--- src/rtl/sc_mul_det.sv ---
// Deterministic stochastic-computing multiplier: two van der Corput unary streams,
// stream B clock-divided against A, ones counted over a full 2^(2*WIDTH) window.
module sc_mul_det #(
    parameter int WIDTH = 8,
    localparam int ACC_W = 2*WIDTH+1
) (
    input  logic             clk,
    input  logic             rst,
    input  logic             in_valid,
    output logic             in_ready,
    input  logic [WIDTH-1:0] in_a,
    input  logic [WIDTH-1:0] in_b,
    input  logic             in_bipolar,
    input  logic             abort,
    output logic             bit_out,
    output logic             bit_valid,
    output logic             res_valid,
    input  logic             res_ready,
    output logic [ACC_W-1:0] res_count
);

    // Handshakes: a transfer happens on the rising edge where valid && ready are both high;
    // valid never depends on ready, and the payload is stable while valid is held.
    typedef enum logic [1:0] {IDLE, RUN, DONE} state_t;

    state_t           state;
    state_t           state_next;
    logic [WIDTH-1:0] a_buf;
    logic [WIDTH-1:0] b_buf;
    logic             mode;
    logic [WIDTH-1:0] cnt_a;
    logic [WIDTH-1:0] cnt_b;
    logic [ACC_W-1:0] acc;
    logic [ACC_W-1:0] res_reg;
    logic [WIDTH-1:0] ra;
    logic [WIDTH-1:0] rb;
    logic             sa;
    logic             sb;
    logic             last;

    function automatic logic [WIDTH-1:0] bitrev(input logic [WIDTH-1:0] v);
        logic [WIDTH-1:0] r;
        r = '0;
        for (int i = 0; i < WIDTH; i++) r[i] = v[WIDTH-1-i];
        return r;
    endfunction

    always_comb begin
        ra      = bitrev(cnt_a);
        rb      = bitrev(cnt_b);
        sa      = (a_buf > ra);
        sb      = (b_buf > rb);
        last    = (cnt_a == '1) && (cnt_b == '1);
        bit_out = 1'b0;
        if (state == RUN) bit_out = mode ? ~(sa ^ sb) : (sa & sb);
    end

    assign in_ready  = (state == IDLE);
    assign bit_valid = (state == RUN);
    assign res_valid = (state == DONE);
    assign res_count = res_reg;

    always_comb begin
        state_next = state;
        case (state)
            IDLE:    if (in_valid) state_next = RUN;
            RUN: begin
                // abort outranks completion on the final window cycle
                if (abort)     state_next = IDLE;
                else if (last) state_next = DONE;
            end
            DONE:    if (res_ready) state_next = IDLE;
            default: state_next = IDLE;
        endcase
    end

    always_ff @(posedge clk) begin
        if (rst) state <= IDLE;
        else     state <= state_next;
    end

    always_ff @(posedge clk) begin
        if (rst) begin
            a_buf   <= '0;
            b_buf   <= '0;
            mode    <= 1'b0;
            cnt_a   <= '0;
            cnt_b   <= '0;
            acc     <= '0;
            res_reg <= '0;
        end else begin
            case (state)
                IDLE: begin
                    if (in_valid) begin
                        a_buf <= in_a;
                        b_buf <= in_b;
                        mode  <= in_bipolar;
                        cnt_a <= '0;
                        cnt_b <= '0;
                        acc   <= '0;
                    end
                end
                RUN: begin
                    if (abort) begin
                        cnt_a <= '0;
                        cnt_b <= '0;
                        acc   <= '0;
                    end else begin
                        acc   <= acc + ACC_W'(bit_out);
                        cnt_a <= cnt_a + 1'b1;
                        cnt_b <= cnt_b + WIDTH'(cnt_a == '1);
                        if (last) res_reg <= acc + ACC_W'(bit_out);
                    end
                end
                DONE: begin
                    // result reads as zero outside DONE
                    if (res_ready) res_reg <= '0;
                end
                default: ;
            endcase
        end
    end

endmodule

--- config.mk ---
export PLATFORM = sky130hd
export DESIGN_NAME = sc_mul_det
export DESIGN_NICKNAME = d
export VERILOG_FILES = /design/src/rtl/sc_mul_det.sv
export SDC_FILE = /design/constraint.sdc
export NUM_CORES = 1
export LEC_CHECK = 0
export BUFFER_PORTS_ARGS = -buffer_cell sky130_fd_sc_hd__buf_2
export CAP_MARGIN = 20
export CORE_MARGIN = 1
export CORE_UTILIZATION = 52
export DETAILED_ROUTE_END_ITERATION = 8
export PLACE_DENSITY_LB_ADDON = 0.05
export SLEW_MARGIN = 40
export SYNTH_ARGS = -nofsm -noshare
export SYNTH_HDL_FRONTEND = slang
export SYNTH_SLANG_ARGS = --single-unit
export TNS_END_PERCENT = 100
--- constraint.sdc ---
create_clock -name clk -period 3.05 [get_ports clk]
set_input_delay 0.305 -clock clk [delete_from_list [all_inputs] [get_ports clk]]
set_output_delay 0.305 -clock clk [all_outputs]
set_load 0.1 [all_outputs]
-- Word level (Yosys, flattened, before mapping)
Index checks and enable logic that the tools add are counted.
- add/sub/neg operators: 3
- magnitude comparators: 2
- eq/ne operators: 9
- mux-type cells: 19
- bitwise logic cells: 3
- reduce and logical (&&, ||, !) cells: 8
- operators with widths (operator ; count):
    $mux W17 ; 5
    $pmux W17 S2 ; 2
    $pmux W8 S2 ; 2
    $mux W8 ; 3
    $add A17 B1 Y17 ; 1
    $eq A8 B8 Y1 const B ; 2
    $gt A8 B8 Y1 ; 2
    $add A8 B1 Y8 ; 1
    $add A8 B1 Y8 const B ; 1
    $mux W2 ; 4
    $pmux W2 S3 ; 1
    $ne A2 B1 Y1 const B ; 2
    $ne A2 B2 Y1 const B ; 2
    $reduce_and A2 Y1 ; 2
    $reduce_and A4 Y1 ; 1
    $reduce_bool A2 Y1 ; 2
    $ne A3 B2 Y1 const B ; 1
    $reduce_and A3 Y1 ; 1
    $eq A2 B1 Y1 const B ; 1
    $eq A2 B2 Y1 const B ; 1
    $logic_not A2 Y1 ; 1
    $mux W1 ; 2
    $and A1 B1 Y1 ; 1
    $logic_and A1 B1 Y1 ; 1
    other kinds (2) ; 2
- flip-flop bits (word level): 69
- bits of input ports: 22
- output and inout port bits: 21
- word-level logic and storage cells: 52

-- Longest topological paths before layout
Gate-level depths: netlist (run 1).
- depth in word-level cells: 9
- depth in mapped cells: 17
- mapped depth without buffers: 17

-- Least setup slack after synthesis (run 1)
OpenSTA, ideal clock, no wires.
- path kind: reg2reg
- from: register cnt_a[2]
- to: register acc[16]
- library setup time: 0.088 ns
- arrival time: 5.530 ns
- slack: -2.568 ns
- cell stages (with the launch flop): 17
- period minus slack after synthesis: 5.618 ns
- path through: dfxtp_1 inv_1 ha_1 a21o_1 a21oi_1 nor2b_1 o22ai_1 o31ai_1 ha_1 a211oi_1 ha_1 ha_1 nand3_2 nor4_4 nand3_2 o21a_1 a311oi_2
- cells in the longest elaborated chain, start to end: 8
- elaborated cells between the ends (all ways): 9
- ends and longest elaborated chain (item ; line ; RTL):
    from (decl) ; 31 ; logic [WIDTH-1:0] cnt_a;
    from (signal assigned) ; 110 ; cnt_a <= cnt_a + 1'b1;
    $gt A8 B8 Y1 (*) ; 51 ; sa = (a_buf > ra);
    $xor A1 B1 Y1 ; 55 ; if (state == RUN) bit_out = mode ? ~(sa ^ sb) : (sa & sb);
    $not A1 Y1 ; 55 ;
    $mux W1 (*) (2 in series) ; 55 ;
    via bit_out ; 15 ; output logic bit_out,
    $add A17 B1 Y17 (*) ; 109 ; acc <= acc + ACC_W'(bit_out);
    $mux W17 (*) ; 104 ; if (abort) begin
    $pmux W17 S2 (*) ; 92 ; case (state)
    to (signal assigned) ; 109 ;
    to (decl) ; 33 ; logic [ACC_W-1:0] acc;
Mark *: on every way through the listed nets, which the timed path passes. The rest lies on a longest branch.
A chain may end at the register's enable or synchronous reset.

-- Worst setup path after layout (run 1)
- from: register cnt_a[6]
- to: register res_reg[16], in the netlist res_count[16]
- cells in the longest elaborated chain, start to end: 9
- elaborated cells between the ends (all ways): 14
- ends and longest elaborated chain (item ; line ; RTL):
    $gt A8 B8 Y1 ; 51 ;
    $xor A1 B1 Y1 ; 55 ;
    $not A1 Y1 ; 55 ;
    $mux W1 (2 in series) ; 55 ;
    $add A17 B1 Y17 ; 112 ; if (last) res_reg <= acc + ACC_W'(bit_out);
    $mux W17 ; 112 ;
    $mux W17 ; 104 ;
    $pmux W17 S2 ; 92 ;
    to (signal assigned) ; 112 ;
    to (decl) ; 34 ; logic [ACC_W-1:0] res_reg;
Several ways; a longest one is shown, not always the timed one. The select of a mux whose other input is x is not followed.

==> qor.csv, run 1 <==
metric,value,unit
routed wl met3,404,um
Worst Clk Skew,13.3,ps
largest net degree at the start of global routing,43,
CTS tree,yes,
share of layout cells above drive strength 1,0.308,
fin nets,552,
Worst-Skew Late Latency,350,ps
dpl hpwl,5.82,mm
Worst Slack Setup Final,-185,ps
Crit Path Max Fanout,4,
static leakage,1.90,nW
syn_nets,482,
drt first pass iters,6,
"Top FF cell, synth",dfxtp_1,
Setup crit start,cnt_a[6],
FF-to-FF End,res_count[16],
Via-to-Cell Ratio,5.59,
Inserted Clock Buffers,9,
grt total ovfl,0,
# DRC,0,
post-route cell area,4610,sq um
Die Ht,84.7,um
Fillers,504,
die width,84.7,um
synth warn,0,
max-capacitance violation count,0,
vias in the first global route,3134,
# diodes,0,
Yosys top cell area share,0.388,
# setup viols final,16,
Synth Cell Area,3560,sq um
post-route ant nets,0,
relative slew slack,0.456,
Hold Path Class,input port to flop,
P&R area growth vs syn,29.7,%
Mapped Avg Cell Area,8.12,sq um
Yosys top cell by area,dfxtp_1,
top sig layer,met4,
Pwr Total,2.15,mW
Required @ worst endpoint,3270,ps
IO Port Bufs,42,
period utilisation layout,1.06,
failing checks,setup timing,
clock sink count,69,
WL/cell,14.4,um
CP Capture Type,flop,
synth unique cells,47,
Setup TNS Final,-1270,ps
CP Launch Type,flop,
largest buffer count on any clock path,2,
# IOs,43,
Final Max Tran Viols,0,
critical path arrival,3460,ps
worst hold slack,172,ps
r2r setup slk,-190,ps
final wirelength,8.49,mm
CTS H-Tree Depth,3,
FMAX,309,MHz
Worst IR Drop VDD,0.337,mV
GP Congestion,0.800,
DP Area,4170,sq um
Critical Path End,res_count[16],
Crit Path Category,flop to flop,
DR vias,3298,
final count of hold timing violations,0,
"EDFF count, synth",0,
hold depth,3,
Initial Utilization,0.551,
Total GRT Usage,0.258,
Synth async-reset ratio,0,
CTS clock-pin slew for the worst setup and hold paths,80,ps
status,"finished, violations left",
Seq cells post-synth,69,
row count,29,
"Seq/Total Area, Yosys",0.388,
Power per Cell Area,467,nW/um^2
Final Critical Period,3240,ps
RSZ-0062 raised after global routing,yes,
Tightest Pin Transition,816,ps
final core utilization,0.714,
hold_buf cts,0,
FF-to-FF Start,cnt_a[6],
Die Area,7180,sq um
1st-iter DRT viols,176,
clock root cell,clkbuf_8,
Core Area,6460,sq um
initial antenna violation count,0,
main area contributors after synthesis,"dfxtp_1 39%, ha_1 7.7%, a21oi_1 7.2%",
met2 wire len,3.92,mm
Metal-1 WL,4.06,mm
Worst Reg-to-Reg Cells,17,
Synth Instances,438,
first-pass GRT wire length,14.6,mm
-- stage by stage --
step,instances,worst slack (ps)
global placement,569,-205
detailed placement,569,-242
finish,590,-185
floorplan,438,-793
global route,590,-335
CTS,587,-138
-- how the worst min path moves through the flow --
| stage | startpoint | end | slack [ps] |
|---|---|---|---|
| final | in_b[5] | b_buf[5] | 170 |
| after global routing | in_a[4] | a_buf[4] | 180 |
| after CTS | in_b[5] | b_buf[5] | 160 |
| after detailed placement | b_buf[6] | b_buf[6] | 450 |
| after global placement | a_buf[0] | a_buf[0] | 450 |
| after floorplan | a_buf[0] | a_buf[0] | 440 |
-- cell families after synthesis --
family / after synthesis / share of synthesized area
XOR/XNOR: 23 / 0.0566
AO/OA/AOI/OAI: 95 / 0.162
flip-flops: 69 / 0.388
adder cells (fa/ha/maj): 22 / 0.0774
AND/OR/NAND/NOR: 183 / 0.263
buffers and inverters: 45 / 0.0496
multiplexers: 1 / 0.00281
-- what timing repair did --
| action | in CTS | in global routing |
|---|---|---|
| buffers inserted | 2 | 3 |
| gates resized for setup | 17 | 14 |
| endpoints found under the setup margin | 26 | 29 |
| pin swaps | 10 | 23 |
| endpoints found under the hold margin | 0 | 0 |
-- flip-flops by register name (all words and copies together) (netlist names) --
register	count
res_count	17
cnt_b	8
mode	1
cnt_a	8
acc	17
a_buf	8
b_buf	8
state	2
-- worst max-delay path, stage by stage (launching register included) --
cell and delay, ps:
dfxtp_2 340, inv_2 50, ha_4 260, nor2b_4 140, o21ai_2 50, nand2b_1 80, a21oi_2 60, o31ai_2 300
ha_1 320, a211oi_4 260, ha_4 180, ha_4 140, nand3_4 90, nor4_4 360, buf_4 190, a31oi_1 80
o21ai_1 140, a21oi_1 80
-- power by group --
group / switching, mW / total (mW) / leakage (nW) / internal [mW]
logic: 0.141 / 0.220 / 1.21 / 0.0793
clock network: 0.375 / 1.01 / 0.134 / 0.631
registers: 0.0120 / 0.928 / 0.562 / 0.916
-- per-layer routing --
layer	vias to the layer above	track usage
li1	1669	-
met1	1555	0.339
met2	65	0.419
met3	9	0.0669
met4	0	0.0724
met5	-	0
-- area by class of cell --
cell class                      instances  area [sq um]  area share
Timing Repair Buffer                   84           532       0.115
Inverter                               20          75.1      0.0163
Sequential cell                        69          1390       0.301
Clock inverter                          7           146      0.0317
Tap cell                               77          96.3      0.0209
Multi-Input combinational cell        324          2250       0.488
Clock buffer                            9           124      0.0269
-- synth_stat cells, types with 2 or more instances --
cell type	n
dfxtp_1	69
nand2_1	52
a21oi_1	51
nor2_1	45
nand3_1	33
ha_1	22
inv_1	20
clkbuf_1	18
xnor2_1	18
o21ai_0	11
nand4_1	9
nor3_1	9
a311oi_1	7
a22oi_1	6
and3_1	6
a211oi_1	5
buf_2	5
nand2b_1	5
xor2_1	5
a21o_1	4
nor2b_1	4
and2_1	2
and3_2	2
and4_1	2
nand3_2	2
nand3b_1	2
o211a_1	2
o22ai_1	2
o31ai_1	2
-- cell usage in the layout (no fill, tap or decap), drive strengths merged, types with 10 or more instances in the layout --
cell type	count
nand4	10
ha	22
xnor2	18
a21oi	51
nand3	36
nor3	10
nor2	45
dfxtp	69
inv	21
o21ai	11
buf	84
nand2	52
(Power assumes the default switching activity.)
==> run 2, diff against run 1 <==
--- a/config.mk
+++ b/config.mk
@@ -9,8 +9,9 @@
 export CAP_MARGIN = 20
 export CORE_MARGIN = 1
 export CORE_UTILIZATION = 52
+export CTS_BUF_LIST = sky130_fd_sc_hd__clkbuf_4 sky130_fd_sc_hd__clkbuf_8 sky130_fd_sc_hd__clkbuf_16
 export DETAILED_ROUTE_END_ITERATION = 8
-export PLACE_DENSITY_LB_ADDON = 0.05
+export PLACE_DENSITY_LB_ADDON = 0.3
 export SLEW_MARGIN = 40
 export SYNTH_ARGS = -nofsm -noshare
 export SYNTH_HDL_FRONTEND = slang
==> qor.csv, run 2 (same netlist as run 1, synthesis figures left out) <==
metric,value,unit
status,"finished, violations left",
failing checks,"DRC, setup timing",
Fillers,496,
Required @ worst endpoint,3310,ps
largest net degree at the start of global routing,41,
DR vias,3305,
CP Capture Type,flop,
Place WS,-262,ps
IO Port Bufs,42,
max incr delay on CP,330,ps
critical path arrival,3500,ps
# DRC,4,
"most common cell after layout, fill and taps aside",dfxtp_1,
Pwr Total,1.90,mW
r2r setup slk,-180,ps
RSZ-0062 raised after global routing,yes,
dpl hpwl,5.76,mm
row count,29,
Final Critical Period,3230,ps
Slowest cell on crit path,dfxtp_1,
CTS tree,yes,
1st-iter DRT viols,220,
relative slew slack,0.450,
Final Max Tran Viols,0,
Hold Path Class,input port to flop,
largest buffer count on any clock path,2,
CP Launch Type,flop,
CTS H-Tree Depth,3,
FMAX,309,MHz
Tightest Pin Transition,823,ps
P&R area growth vs syn,26.8,%
max-capacitance violation count,0,
die width,84.7,um
sequential standard cell area,1390,sq um
post-route ant nets,0,
Core Area,6460,sq um
static leakage,1.84,nW
Inserted Clock Buffers,9,
initial antenna violation count,0,
Crit Path Category,flop to flop,
Worst Clk Skew,7.68,ps
drt first pass iters,7,
Worst-Skew Late Latency,340,ps
area of the multi-input gates,2250,sq um
Setup TNS Final,-876,ps
Power per Cell Area,421,nW/um^2
CTS clock-pin slew for the worst setup and hold paths,80,ps
final wirelength,8.25,mm
clock sink count,69,
share of layout cells above drive strength 1,0.303,
CP most frequent cell,ha_4,
clock root cell,clkbuf_8,
# IOs,43,
hold_buf cts,0,
crit-path cells,inv_1 -> ha_4 -> nand4_1 -> o22ai_2 -> o31ai_2 -> ha_1 -> a211oi_4 -> ha_4 -> ha_4 -> nand3_4 -> buf_6 -> nor4_4 -> nand3_2 -> o21a_1 -> a311oi_2,
# diodes,0,
WL/cell,14.1,um
final core utilization,0.698,
Worst Slack Setup Final,-184,ps
period utilisation layout,1.06,
worst hold slack,192,ps
hold depth,3,
# setup viols final,10,
Die Area,7180,sq um
Worst IR Drop VDD,0.285,mV
Via-to-Cell Ratio,5.64,
grt total ovfl,0,
GP Congestion,0.769,
Initial Utilization,0.551,
Total GRT Usage,0.244,
first-pass GRT wire length,14.2,mm
Worst Reg-to-Reg Cells,15,
vias in the first global route,3082,
most frequent cells in the layout,"63 x dfxtp_1, 52 x nand2_1, 47 x a21oi_1",
fin nets,548,
Die Ht,84.7,um
Crit Path Max Fanout,4,
final count of hold timing violations,0,
-- run 2: per-stage QoR --
step | area [sq um] | std cells
6_report | 4510 | 586
4_1_cts | 4430 | 583
5_1_grt | 4510 | 586
3_5_place_dp | 4140 | 566
2_1_floorplan | 3690 | 438
3_3_place_gp | 4140 | 566
-- run 2: power by group --
part           internal, mW  switching [mW]  total, mW
Combinational        0.0803           0.138      0.218
Clock                 0.380           0.373      0.754
Sequential            0.916          0.0119      0.928
Total                  1.38           0.523       1.90
-- run 2: area by class of cell --
type | instances | area share
multi-input cells | 324 | 0.498
flip-flops and latches | 69 | 0.308
repair buffers | 80 | 0.112
clock buffers | 9 | 0.0275
well taps | 77 | 0.0214
inverters | 20 | 0.0166
clock inverters | 7 | 0.0164
-- run 2: repair_timing --
| action | CTS | global route |
|---|---|---|
| pin swaps | 13 | 7 |
| endpoints found under the setup margin | 25 | 28 |
| gates resized for setup | 18 | 10 |
| setup buffers | 1 | 3 |
-- run 2: worst paths after layout --
check | start | endpoint
min reg2reg | a_buf[0] | a_buf[0]
max | cnt_a[1] | acc[16]
max reg2reg | cnt_a[1] | acc[16]
min | in_b[1] | b_buf[1]
-- run 2: per-layer routing --
metal | routed length (um) | GRT usage | part of all wire
met1 | 3910 | 0.326 | 0.47
met2 | 3890 | 0.403 | 0.47
met3 | 378 | 0.0511 | 0.046
met4 | 63 | 0.0647 | 0.0076
met5 | 0 | 0 | 0
-- run 2: critical path, delay by kind of cell (launching register included) --
kind,cells,cell delay (ps)
AOI/OAI and AO/OA,5,1040
adders and majority gates,4,920
and+or+nand+nor,4,630
DFF,1,330
buffers and inverters,2,230
